==> config.mk <==
export PLATFORM = sky130hd
export DESIGN_NAME = uart_rx_ip
export DESIGN_NICKNAME = d
export VERILOG_FILES = /design/src/rtl/uart_rx_ip.sv
export SDC_FILE = /design/constraint.sdc
export NUM_CORES = 1
export LEC_CHECK = 0
export BUFFER_PORTS_ARGS = -buffer_cell sky130_fd_sc_hd__buf_4
export CORE_UTILIZATION = 40
export DETAILED_ROUTE_END_ITERATION = 12
export GPL_TIMING_DRIVEN = 0
export PLACE_DENSITY = 0.58
export SYNTH_ARGS = -nofsm -noshare
export SYNTH_HDL_FRONTEND = slang
export SYNTH_SLANG_ARGS = --single-unit
==> constraint.sdc <==
create_clock -name clk -period 5.6 [get_ports clk]
set_input_delay 1.68 -clock clk [delete_from_list [all_inputs] [get_ports clk]]
set_output_delay 1.68 -clock clk [all_outputs]
set_load 0.05 [all_outputs]
==> src/rtl/uart_rx_ip.sv <==
// UART 8N1 receiver for the SoC local bus: synchroniser, bit-timing FSM, RX FIFO
// and the RXDATA / STATUS / DIV register block.
module uart_rx_ip #(
  parameter int CLKS_PER_BIT = 234,
  parameter int FIFO_DEPTH   = 4
) (
  input  logic        clk,
  input  logic        rst,
  input  logic        i_uart_rx,
  input  logic [31:0] waddr,
  input  logic [31:0] wdata,
  input  logic        wen,
  input  logic [3:0]  wstrb,
  output logic        wready,
  input  logic [31:0] raddr,
  input  logic        ren,
  output logic [31:0] rdata,
  output logic        rvalid,
  output logic        o_rx_irq
);

  localparam int          AW      = $clog2(FIFO_DEPTH);
  localparam logic [15:0] DIV_RST = 16'(CLKS_PER_BIT);
  localparam logic [15:0] DIV_MIN = 16'd4;

  localparam logic [3:0] OFF_RXDATA = 4'h0;
  localparam logic [3:0] OFF_STATUS = 4'h4;
  localparam logic [3:0] OFF_DIV    = 4'h8;

  typedef enum logic [1:0] {
    ST_IDLE,
    ST_START,
    ST_DATA,
    ST_STOP
  } rx_state_t;

  // Bus handshake: ren/wen are single-cycle strobes that never overlap; every
  // ren is answered by exactly one rvalid pulse the next cycle, every wen by
  // one wready pulse the next cycle. There is no back-pressure on either side.

  logic [3:0] roff;
  logic [3:0] woff;
  assign roff = raddr[3:0];
  assign woff = waddr[3:0];

  logic unused_bits;
  assign unused_bits = ^{waddr[31:4], raddr[31:4], wdata[31:16], wstrb[3:2]};

  // ---------------------------------------------------------------------------
  // Line synchroniser and start-edge detect
  // ---------------------------------------------------------------------------
  logic sync1;
  logic sync2;
  logic rx_d;
  logic start_edge;

  always_ff @(posedge clk) begin
    if (rst) begin
      sync1 <= 1'b1;
      sync2 <= 1'b1;
      rx_d  <= 1'b1;
    end else begin
      sync1 <= i_uart_rx;
      sync2 <= sync1;
      rx_d  <= sync2;
    end
  end

  assign start_edge = rx_d & ~sync2;

  // ---------------------------------------------------------------------------
  // Bit-timing FSM
  // ---------------------------------------------------------------------------
  logic [15:0] div_reg;
  rx_state_t   rx_state;
  rx_state_t   rx_state_next;
  logic [15:0] cnt;
  logic [15:0] cnt_next;
  logic [15:0] div_q;
  logic [15:0] div_q_next;
  logic [2:0]  bit_idx;
  logic [2:0]  bit_idx_next;
  logic [7:0]  shift;
  logic [7:0]  shift_next;
  logic        push_req;
  logic        frame_evt;

  always_ff @(posedge clk) begin
    if (rst) begin
      rx_state <= ST_IDLE;
      cnt      <= 16'd0;
      div_q    <= DIV_RST;
      bit_idx  <= 3'd0;
      shift    <= 8'd0;
    end else begin
      rx_state <= rx_state_next;
      cnt      <= cnt_next;
      div_q    <= div_q_next;
      bit_idx  <= bit_idx_next;
      shift    <= shift_next;
    end
  end

  always_comb begin
    rx_state_next = rx_state;
    cnt_next      = cnt;
    div_q_next    = div_q;
    bit_idx_next  = bit_idx;
    shift_next    = shift;
    push_req      = 1'b0;
    frame_evt     = 1'b0;

    unique case (rx_state)
      ST_IDLE: begin
        // The divisor is frozen per frame so a DIV write mid-frame is harmless.
        if (start_edge) begin
          div_q_next    = div_reg;
          cnt_next      = div_reg >> 1;
          rx_state_next = ST_START;
        end
      end

      ST_START: begin
        if (cnt == 16'd0) begin
          if (!sync2) begin
            cnt_next      = div_q - 16'd1;
            bit_idx_next  = 3'd0;
            rx_state_next = ST_DATA;
          end else begin
            rx_state_next = ST_IDLE;
          end
        end else begin
          cnt_next = cnt - 16'd1;
        end
      end

      ST_DATA: begin
        if (cnt == 16'd0) begin
          shift_next = {sync2, shift[7:1]};
          cnt_next   = div_q - 16'd1;
          if (bit_idx == 3'd7) begin
            rx_state_next = ST_STOP;
          end else begin
            bit_idx_next = bit_idx + 3'd1;
          end
        end else begin
          cnt_next = cnt - 16'd1;
        end
      end

      ST_STOP: begin
        // Returning to IDLE at the stop midpoint lets a back-to-back start be seen.
        if (cnt == 16'd0) begin
          rx_state_next = ST_IDLE;
          if (sync2) begin
            push_req = 1'b1;
          end else begin
            frame_evt = 1'b1;
          end
        end else begin
          cnt_next = cnt - 16'd1;
        end
      end

      default: begin
        rx_state_next = ST_IDLE;
      end
    endcase
  end

  // ---------------------------------------------------------------------------
  // RX FIFO
  // ---------------------------------------------------------------------------
  logic [7:0]  mem [FIFO_DEPTH];
  logic [AW:0] wr_ptr;
  logic [AW:0] rd_ptr;
  logic [AW:0] count;
  logic        empty;
  logic        full;
  logic        pop;
  logic        push;
  logic        ovr_evt;
  logic [7:0]  head;

  assign count = wr_ptr - rd_ptr;
  assign empty = (wr_ptr == rd_ptr);
  assign full  = (wr_ptr[AW] != rd_ptr[AW]) && (wr_ptr[AW-1:0] == rd_ptr[AW-1:0]);
  assign head  = mem[rd_ptr[AW-1:0]];

  assign pop     = ren && (roff == OFF_RXDATA) && !empty;
  // A same-cycle pop frees the slot, so a push into a full FIFO still lands.
  assign push    = push_req && (!full || pop);
  assign ovr_evt = push_req && full && !pop;

  always_ff @(posedge clk) begin
    if (rst) begin
      wr_ptr <= '0;
      rd_ptr <= '0;
    end else begin
      if (push) begin
        wr_ptr <= wr_ptr + 1'b1;
      end
      if (pop) begin
        rd_ptr <= rd_ptr + 1'b1;
      end
    end
  end

  always_ff @(posedge clk) begin
    if (push) begin
      mem[wr_ptr[AW-1:0]] <= shift;
    end
  end

  assign o_rx_irq = ~empty;

  // ---------------------------------------------------------------------------
  // Sticky flags and DIV register
  // ---------------------------------------------------------------------------
  logic        overrun;
  logic        frame_err;
  logic        clr_ovr;
  logic        clr_ferr;
  logic        wr_div;
  logic [15:0] div_wr_val;
  logic [15:0] div_wr_clamped;

  assign clr_ovr  = wen && (woff == OFF_STATUS) && wstrb[0] && wdata[2];
  assign clr_ferr = wen && (woff == OFF_STATUS) && wstrb[0] && wdata[3];
  assign wr_div   = wen && (woff == OFF_DIV);

  always_comb begin
    div_wr_val = div_reg;
    if (wstrb[0]) begin
      div_wr_val[7:0] = wdata[7:0];
    end
    if (wstrb[1]) begin
      div_wr_val[15:8] = wdata[15:8];
    end
  end

  assign div_wr_clamped = (div_wr_val < DIV_MIN) ? DIV_MIN : div_wr_val;

  always_ff @(posedge clk) begin
    if (rst) begin
      overrun   <= 1'b0;
      frame_err <= 1'b0;
      div_reg   <= DIV_RST;
    end else begin
      // An event in the same cycle as a W1C wins.
      overrun   <= (overrun & ~clr_ovr) | ovr_evt;
      frame_err <= (frame_err & ~clr_ferr) | frame_evt;
      if (wr_div) begin
        div_reg <= div_wr_clamped;
      end
    end
  end

  // ---------------------------------------------------------------------------
  // Read mux and bus response registers
  // ---------------------------------------------------------------------------
  logic [2:0]  status_cnt;
  logic [31:0] rd_mux;

  assign status_cnt = 3'(count);

  always_comb begin
    rd_mux = 32'd0;
    case (roff)
      OFF_RXDATA: rd_mux = empty ? 32'd0 : {23'd0, 1'b1, head};
      OFF_STATUS: rd_mux = {25'd0, status_cnt, frame_err, overrun, full, ~empty};
      OFF_DIV:    rd_mux = {16'd0, div_reg};
      default:    rd_mux = 32'd0;
    endcase
  end

  always_ff @(posedge clk) begin
    if (rst) begin
      rdata  <= 32'd0;
      rvalid <= 1'b0;
      wready <= 1'b0;
    end else begin
      rvalid <= ren;
      wready <= wen;
      if (ren) begin
        rdata <= rd_mux;
      end
    end
  end

endmodule

==> flow_summary.json, run 1 <==
{
  "crit_path_top_delay_cell": "sky130_fd_sc_hd__dfxtp_1",
  "post_cts.repair.setup_buffers": 0,
  "post-synth-top-area-cell": "sky130_fd_sc_hd__dfxtp_1",
  "worst_endpoint_data_arrival_time_ns": 1.64,
  "placementRows": 45,
  "largest_cells_by_area_after_synthesis": "sky130_fd_sc_hd__dfxtp_1, sky130_fd_sc_hd__edfxtp_1, sky130_fd_sc_hd__nand2_1",
  "number_of_antenna_violations_at_the_first_check_in_global_routing": 0,
  "antennaDiodeCount": 0,
  "max_slew_margin_pct": 28.5,
  "cts_root_buffer": "sky130_fd_sc_hd__clkbuf_16",
  "remaining_drc_errors": 0,
  "buffer_ports.inserted": 47,
  "maxCapViolations": 0,
  "max_reg_flops": 32,
  "power_density_nw_per_um2": 372,
  "critPathBufInv": 2,
  "grt.overflow.total": 0,
  "avgSynthCellArea_um2": 9.09,
  "worst_setup_path_end_kind": "primary output",
  "cpPeakStageDelay_ns": 0.40,
  "nNetsFinal": 885,
  "worst_hold_path.endpoint": "sync2",
  "synth_ff_type": "sky130_fd_sc_hd__dfxtp_1",
  "worst_ir_drop_vdd_mv": 0.215,
  "timing_hold_violations_final": 0,
  "synth_seq_area_share_pct": 45.3,
  "cts.sink_count": 124,
  "totalWireLength_um": 17300,
  "final_max_slew_viol_count": 0,
  "critical_path.cell_chain": "inv_1 -> ha_1 -> nand3_1 -> buf_4",
  "avgViaCountPerCell": 5.62,
  "grt_setup_unrepaired": "no",
  "antenna_left": 0,
  "gp_routability_congestion": 0.907,
  "half_perimeter_wire_length_after_detailed_placement_um": 12700,
  "crit_required_ns": 3.92,
  "synth.top_cell.area_share_pct": 29.8,
  "syn-instance-count": 681,
  "hp-start": "sync1",
  "layout-area-overhead-vs-synth_pct": 20.1,
  "reg2reg_from": "cnt[0]",
  "worst-setup-path-type": "reg -> out",
  "tritoncts.num_buffers": 17,
  "num_io_pins": 140,
  "path_clk_slew_ns": 0.06,
  "yosys_synthesis_warning_count": 0,
  "grt_start_max_net_pins": 17,
  "terminus_of_the_critical_flop_to_flop_path": "mem[2][7]",
  "ff2ff_path_depth": 6,
  "netlist_area_um2": 6190,
  "first_global_vias": 5261,
  "setup_violation_total_in_the_final_timing_report": 0,
  "cts_resized": 0,
  "finalSetupTns_ns": 0,
  "core_footprint_um2": 15100,
  "tightestPinTransition_ns": 1.06,
  "reg2reg_slack_ns": 2.56,
  "worst_setup_skew_after_layout_ns": 0.00589,
  "first_iter_violations": 358,
  "hold_path_depth": 1,
  "timing.final.crit_period_ns": 3.32,
  "post-route-period-util_pct": 59.2,
  "commonest_cells_after_routing_fill_and_taps_aside": "sky130_fd_sc_hd__nand2_1, sky130_fd_sc_hd__dfxtp_1, sky130_fd_sc_hd__buf_4",
  "min_path_type": "reg -> reg",
  "dr_total_vias": 5412,
  "synth.lib_cells_used.distinct": 68,
  "critPathTopFamily": "flip-flops",
  "clock_path_buffers": 2,
  "dieArea_um2": 16000,
  "avgRoutedWirePerCell_um": 18.0,
  "die_height_um": 126,
  "outcome": "complete, no violations",
  "cts_tree": "built",
  "cts_max_level": 4,
  "globalRouteTotalUtil_pct": 23.0,
  "start_util_pct": 40.9,
  "detail_route.first_pass.iterations": 5,
  "final_layout_size_suffix_gt1_share_pct": 16.0,
  "worstPathMaxFanout": 4,
  "setup.worst_path.start_class": "flip-flop",
  "fin_hold_ws_ns": 0.405,
  "post_cts_hold_buffer_count": 0,
  "clock.fmax_mhz": 302,
  "total_leakage_power_nw": 2.75,
  "grt_pass1_wl_um": 28300,
  "layout.cells.most_common": "sky130_fd_sc_hd__nand2_1",
  "die-width_um": 126,
  "synth_edf_count": 32,
  "ys_seq_elements": 124,
  "synth_async_sr_flop_share_pct": 0,
  "worstSkewPairLatency_ns": 0.42
}
-- worst max path at each step --
stage | from | end | cells after the start
floorplan | wstrb[0] | div_reg[1] | 6
global placement | raddr[1] | mem[2][0] | 5
detailed placement | raddr[1] | mem[1][6] | 5
CTS | wr_ptr[0] | o_rx_irq | 4
global route | wr_ptr[0] | o_rx_irq | 4
finish | wr_ptr[0] | o_rx_irq | 4
-- synthesized netlist by cell type (4+ instances only) --
cell and instances:
sky130_fd_sc_hd__clkbuf_1 28, sky130_fd_sc_hd__buf_1 6, sky130_fd_sc_hd__or3_1 7, sky130_fd_sc_hd__inv_1 25
sky130_fd_sc_hd__o21ai_0 9, sky130_fd_sc_hd__nand3_1 42, sky130_fd_sc_hd__mux2i_1 4, sky130_fd_sc_hd__nor2_1 52
sky130_fd_sc_hd__a311oi_1 4, sky130_fd_sc_hd__o22ai_1 5, sky130_fd_sc_hd__dfxtp_1 92, sky130_fd_sc_hd__o211ai_1 5
sky130_fd_sc_hd__edfxtp_1 32, sky130_fd_sc_hd__mux4_2 8, sky130_fd_sc_hd__nor4_1 9, sky130_fd_sc_hd__buf_4 18
sky130_fd_sc_hd__a21oi_1 63, sky130_fd_sc_hd__or4_1 7, sky130_fd_sc_hd__xnor2_1 19, sky130_fd_sc_hd__xor2_1 12
sky130_fd_sc_hd__ha_1 17, sky130_fd_sc_hd__a221oi_1 9, sky130_fd_sc_hd__and2_1 4, sky130_fd_sc_hd__nand2_1 104
sky130_fd_sc_hd__nor3_1 24
-- logic make-up (layout without fill, tap and decap cells) --
logic type      Yosys count  count (layout)  synth area share [%]
fa+ha+maj                18              18                  3.76
mux                      14              14                  3.92
xor+xnor                 31              31                  4.39
simple gates            278             278                  22.0
compound gates          134             134                  14.2
buf+inv                  81             160                  6.37
other cells               1              16                0.0606
flops                   124             124                  45.3
-- cell type report --
| class | instances | area [um^2] |
|---|---|---|
| clock buffer | 18 | 429 |
| fill | 1429 | 7710 |
| sequential | 124 | 2800 |
| tap | 188 | 235 |
| multi-input combinational | 491 | 3050 |
| clock inverter | 14 | 170 |
| inverter | 26 | 97.6 |
| timing repair buffer | 47 | 353 |
| buffer | 55 | 297 |
-- through the flow --
step                      setup WS [ns]  util, %  total power, mW  area (um^2)  instances
after global routing               2.17     49.1             2.88         7430        963
final                              2.28     49.1             2.76         7430        963
after floorplan                    2.39        -             1.49         6250        696
after detailed placement           1.93     45.1             1.64         6830        931
after CTS                          2.27     49.1             2.76         7430        963
after global placement             1.96     45.1             1.63         6830        931
-- per-layer routing --
metal / track usage (%) / up-vias / wire length (um)
li1: - / 2577 / -
met1: 29.7 / 2599 / 7770
met2: 37.1 / 189 / 8000
met3: 5.40 / 47 / 1060
met4: 9.07 / 0 / 483
met5: 0 / - / 0
-- report_power, final --
group	internal, mW	switching (mW)	total (mW)
clock network	0.699	0.425	1.12
logic	0.261	0.407	0.668
registers	0.940	0.0309	0.971
total	1.90	0.863	2.76
Power figures use the tool's default switching activity.
==> run 2, diff against run 1 <==
--- a/config.mk
+++ b/config.mk
@@ -9,7 +9,7 @@
 export CORE_UTILIZATION = 40
 export DETAILED_ROUTE_END_ITERATION = 12
 export GPL_TIMING_DRIVEN = 0
-export PLACE_DENSITY = 0.58
+export PLACE_DENSITY = 0.6
 export SYNTH_ARGS = -nofsm -noshare
 export SYNTH_HDL_FRONTEND = slang
 export SYNTH_SLANG_ARGS = --single-unit
==> constraint.sdc (replaced) <==
create_clock -name clk -period 2.9 [get_ports clk]
set_input_delay 0.87 -clock clk [delete_from_list [all_inputs] [get_ports clk]]
set_output_delay 0.87 -clock clk [all_outputs]
set_load 0.05 [all_outputs]
==> run 2 against run 1 <==
  * Total power rose by 90%
  * Register-to-register slack got worse by 2.5 ns
  * Non-clock buffer count rose by 3
  * Design area rose by 0.22%
  * First-iteration DRC count rose by 44%
  * Die area did not move
  * Critical path type is now reg -> reg
  * Largest cell class unchanged
  * Largest power group unchanged
==> flow_summary.json, run 2 (synthesis results as in run 1) <==
{
  "clock.fmax_mhz": 357,
  "outcome": "complete, no violations",
  "tightestPinTransition_ns": 1.07,
  "post-route-period-util_pct": 96.7,
  "placementRows": 45,
  "layout-area-overhead-vs-synth_pct": 20.4,
  "place_worst_setup_slack_ns": -0.169,
  "worst_setup_skew_after_layout_ns": 0.00899,
  "crit_required_ns": 3.01,
  "worstSkewPairLatency_ns": 0.42,
  "setup.worst_path.start_class": "flip-flop",
  "placedCellCount": 931,
  "core_footprint_um2": 15100,
  "tritoncts.num_buffers": 17,
  "cts.sink_count": 124,
  "route.met3.wl_um": 1230,
  "final_layout_size_suffix_gt1_share_pct": 17.0,
  "avgRoutedWirePerCell_um": 17.5,
  "power_density_nw_per_um2": 704,
  "grt_setup_unrepaired": "no",
  "share_seq_of_total_power_pct": 35.8,
  "number_of_antenna_violations_at_the_first_check_in_global_routing": 0,
  "commonest_cells_after_routing_fill_and_taps_aside": "sky130_fd_sc_hd__nand2_1, sky130_fd_sc_hd__dfxtp_1, sky130_fd_sc_hd__buf_4",
  "power.clock.fraction_pct": 38.9,
  "fin_hold_ws_ns": 0.417,
  "timing.final.crit_period_ns": 2.80,
  "start_util_pct": 40.9,
  "antennaDiodeCount": 0,
  "die_height_um": 126,
  "max_reg_flops": 32,
  "worst_endpoint_data_arrival_time_ns": 2.91,
  "timing_hold_violations_final": 0,
  "finalSetupTns_ns": 0,
  "dr_total_vias": 5416,
  "path_clk_slew_ns": 0.06,
  "reg2reg_from": "cnt[0]",
  "reg2reg_slack_ns": 0.1,
  "dieArea_um2": 16000,
  "final_max_slew_viol_count": 0,
  "worst_hold_path.endpoint": "sync2",
  "final_cells": 966,
  "internal_power_mw": 3.54,
  "remaining_drc_errors": 0,
  "cts_tree": "built",
  "buffer_ports.inserted": 47,
  "first_iter_violations": 517,
  "total_leakage_power_nw": 2.78,
  "highest_routing_layer_actually_used": "met4",
  "fin_area_um2": 7450,
  "worst_setup_path_end_kind": "flip-flop",
  "grt_pass1_wl_um": 27100,
  "cts_root_buffer": "sky130_fd_sc_hd__clkbuf_16",
  "totalWireLength_um": 16900,
  "sw_frac_of_total_pct": 32.5,
  "layout.cells.most_common": "sky130_fd_sc_hd__nand2_1",
  "utilization_pct": 49.2,
  "grt.overflow.total": 0,
  "cts_max_level": 4,
  "globalRouteTotalUtil_pct": 22.2,
  "worst_ir_drop_vdd_mv": 0.443,
  "max_slew_margin_pct": 27.5,
  "nNetsFinal": 888,
  "half_perimeter_wire_length_after_detailed_placement_um": 12600,
  "hp-start": "sync1",
  "dpl-instance-area_um2": 6830,
  "worstPathMaxFanout": 8,
  "antenna_left": 0,
  "ff2ff_path_depth": 7,
  "die-width_um": 126,
  "clock_path_buffers": 2,
  "p_comb_share_pct": 25.4,
  "first_global_vias": 5170,
  "terminus_of_the_critical_flop_to_flop_path": "mem[1][2]",
  "finalPower_mw": 5.24,
  "maxCapViolations": 0,
  "detail_route.first_pass.iterations": 6,
  "grt_start_max_net_pins": 17,
  "avgViaCountPerCell": 5.61,
  "final.setup.worst_slack_ns": 0.0954,
  "routed_length_on_met1_um": 7530,
  "min_path_type": "reg -> reg",
  "num_io_pins": 140,
  "hold_path_depth": 1,
  "detailroute.wirelength.met2_um": 7840,
  "post_cts_hold_buffer_count": 0,
  "p_sw_mw": 1.70,
  "gp_routability_congestion": 0.860,
  "worst-setup-path-type": "reg -> reg",
  "setup_violation_total_in_the_final_timing_report": 0
}
-- run 2: worst max-delay path by stage --
stage                      start   endpoint  slack, ns  cells past startpoint
final                     cnt[0]  mem[1][2]        0.1                      7
after global routing      cnt[0]  wr_ptr[2]     0.0009                      9
after CTS                 cnt[0]    cnt[12]       0.04                      7
after detailed placement  cnt[0]  mem[2][5]      -0.17                      6
after global placement    cnt[0]  mem[2][3]      -0.15                      6
after floorplan           cnt[0]  mem[0][0]       0.30                      6
-- run 2: power by group through the flow --
stage | sequential, mW | clock, mW | combinational, mW
final | 1.87 | 2.04 | 1.33
after floorplan | 1.91 | 0 | 0.959
after global routing | 1.88 | 2.15 | 1.44
after detailed placement | 1.91 | 0 | 1.26
after CTS | 1.87 | 2.07 | 1.27
after global placement | 1.91 | 0 | 1.24
-- run 2: area by class of cell --
type                    count  area (um^2)
plain buffers              55          300
clock inverters            14          136
fillers                  1396         7700
repair buffers             50          375
inverters                  26         97.6
multi-input cells         491         3070
well taps                 188          235
flip-flops and latches    124         2800
clock buffers              18          429
-- run 2: what timing repair did --
item | 4_1_cts | 5_1_grt
gates resized for setup | 3 | 6
gates cloned | 0 | 0
endpoints found under the setup margin | 26 | 19
setup buffers | 2 | 1
pin swaps | 1 | 2
-- run 2: worst max-delay path, cell delays in order (launching register included) --
cell and delay [ns]:
sky130_fd_sc_hd__dfxtp_1 0.36, sky130_fd_sc_hd__inv_1 0.10, sky130_fd_sc_hd__ha_2 0.22, sky130_fd_sc_hd__or4b_4 0.52, sky130_fd_sc_hd__or4_4 0.65, sky130_fd_sc_hd__nor4_4 0.16
sky130_fd_sc_hd__buf_4 0.20, sky130_fd_sc_hd__and2_2 0.29
-- run 2: routing by layer --
layer	vias to the layer above	track usage [%]
li1	2572	-
met1	2605	29.5
met2	214	34.5
met3	25	5.44
met4	0	8.93
met5	-	0
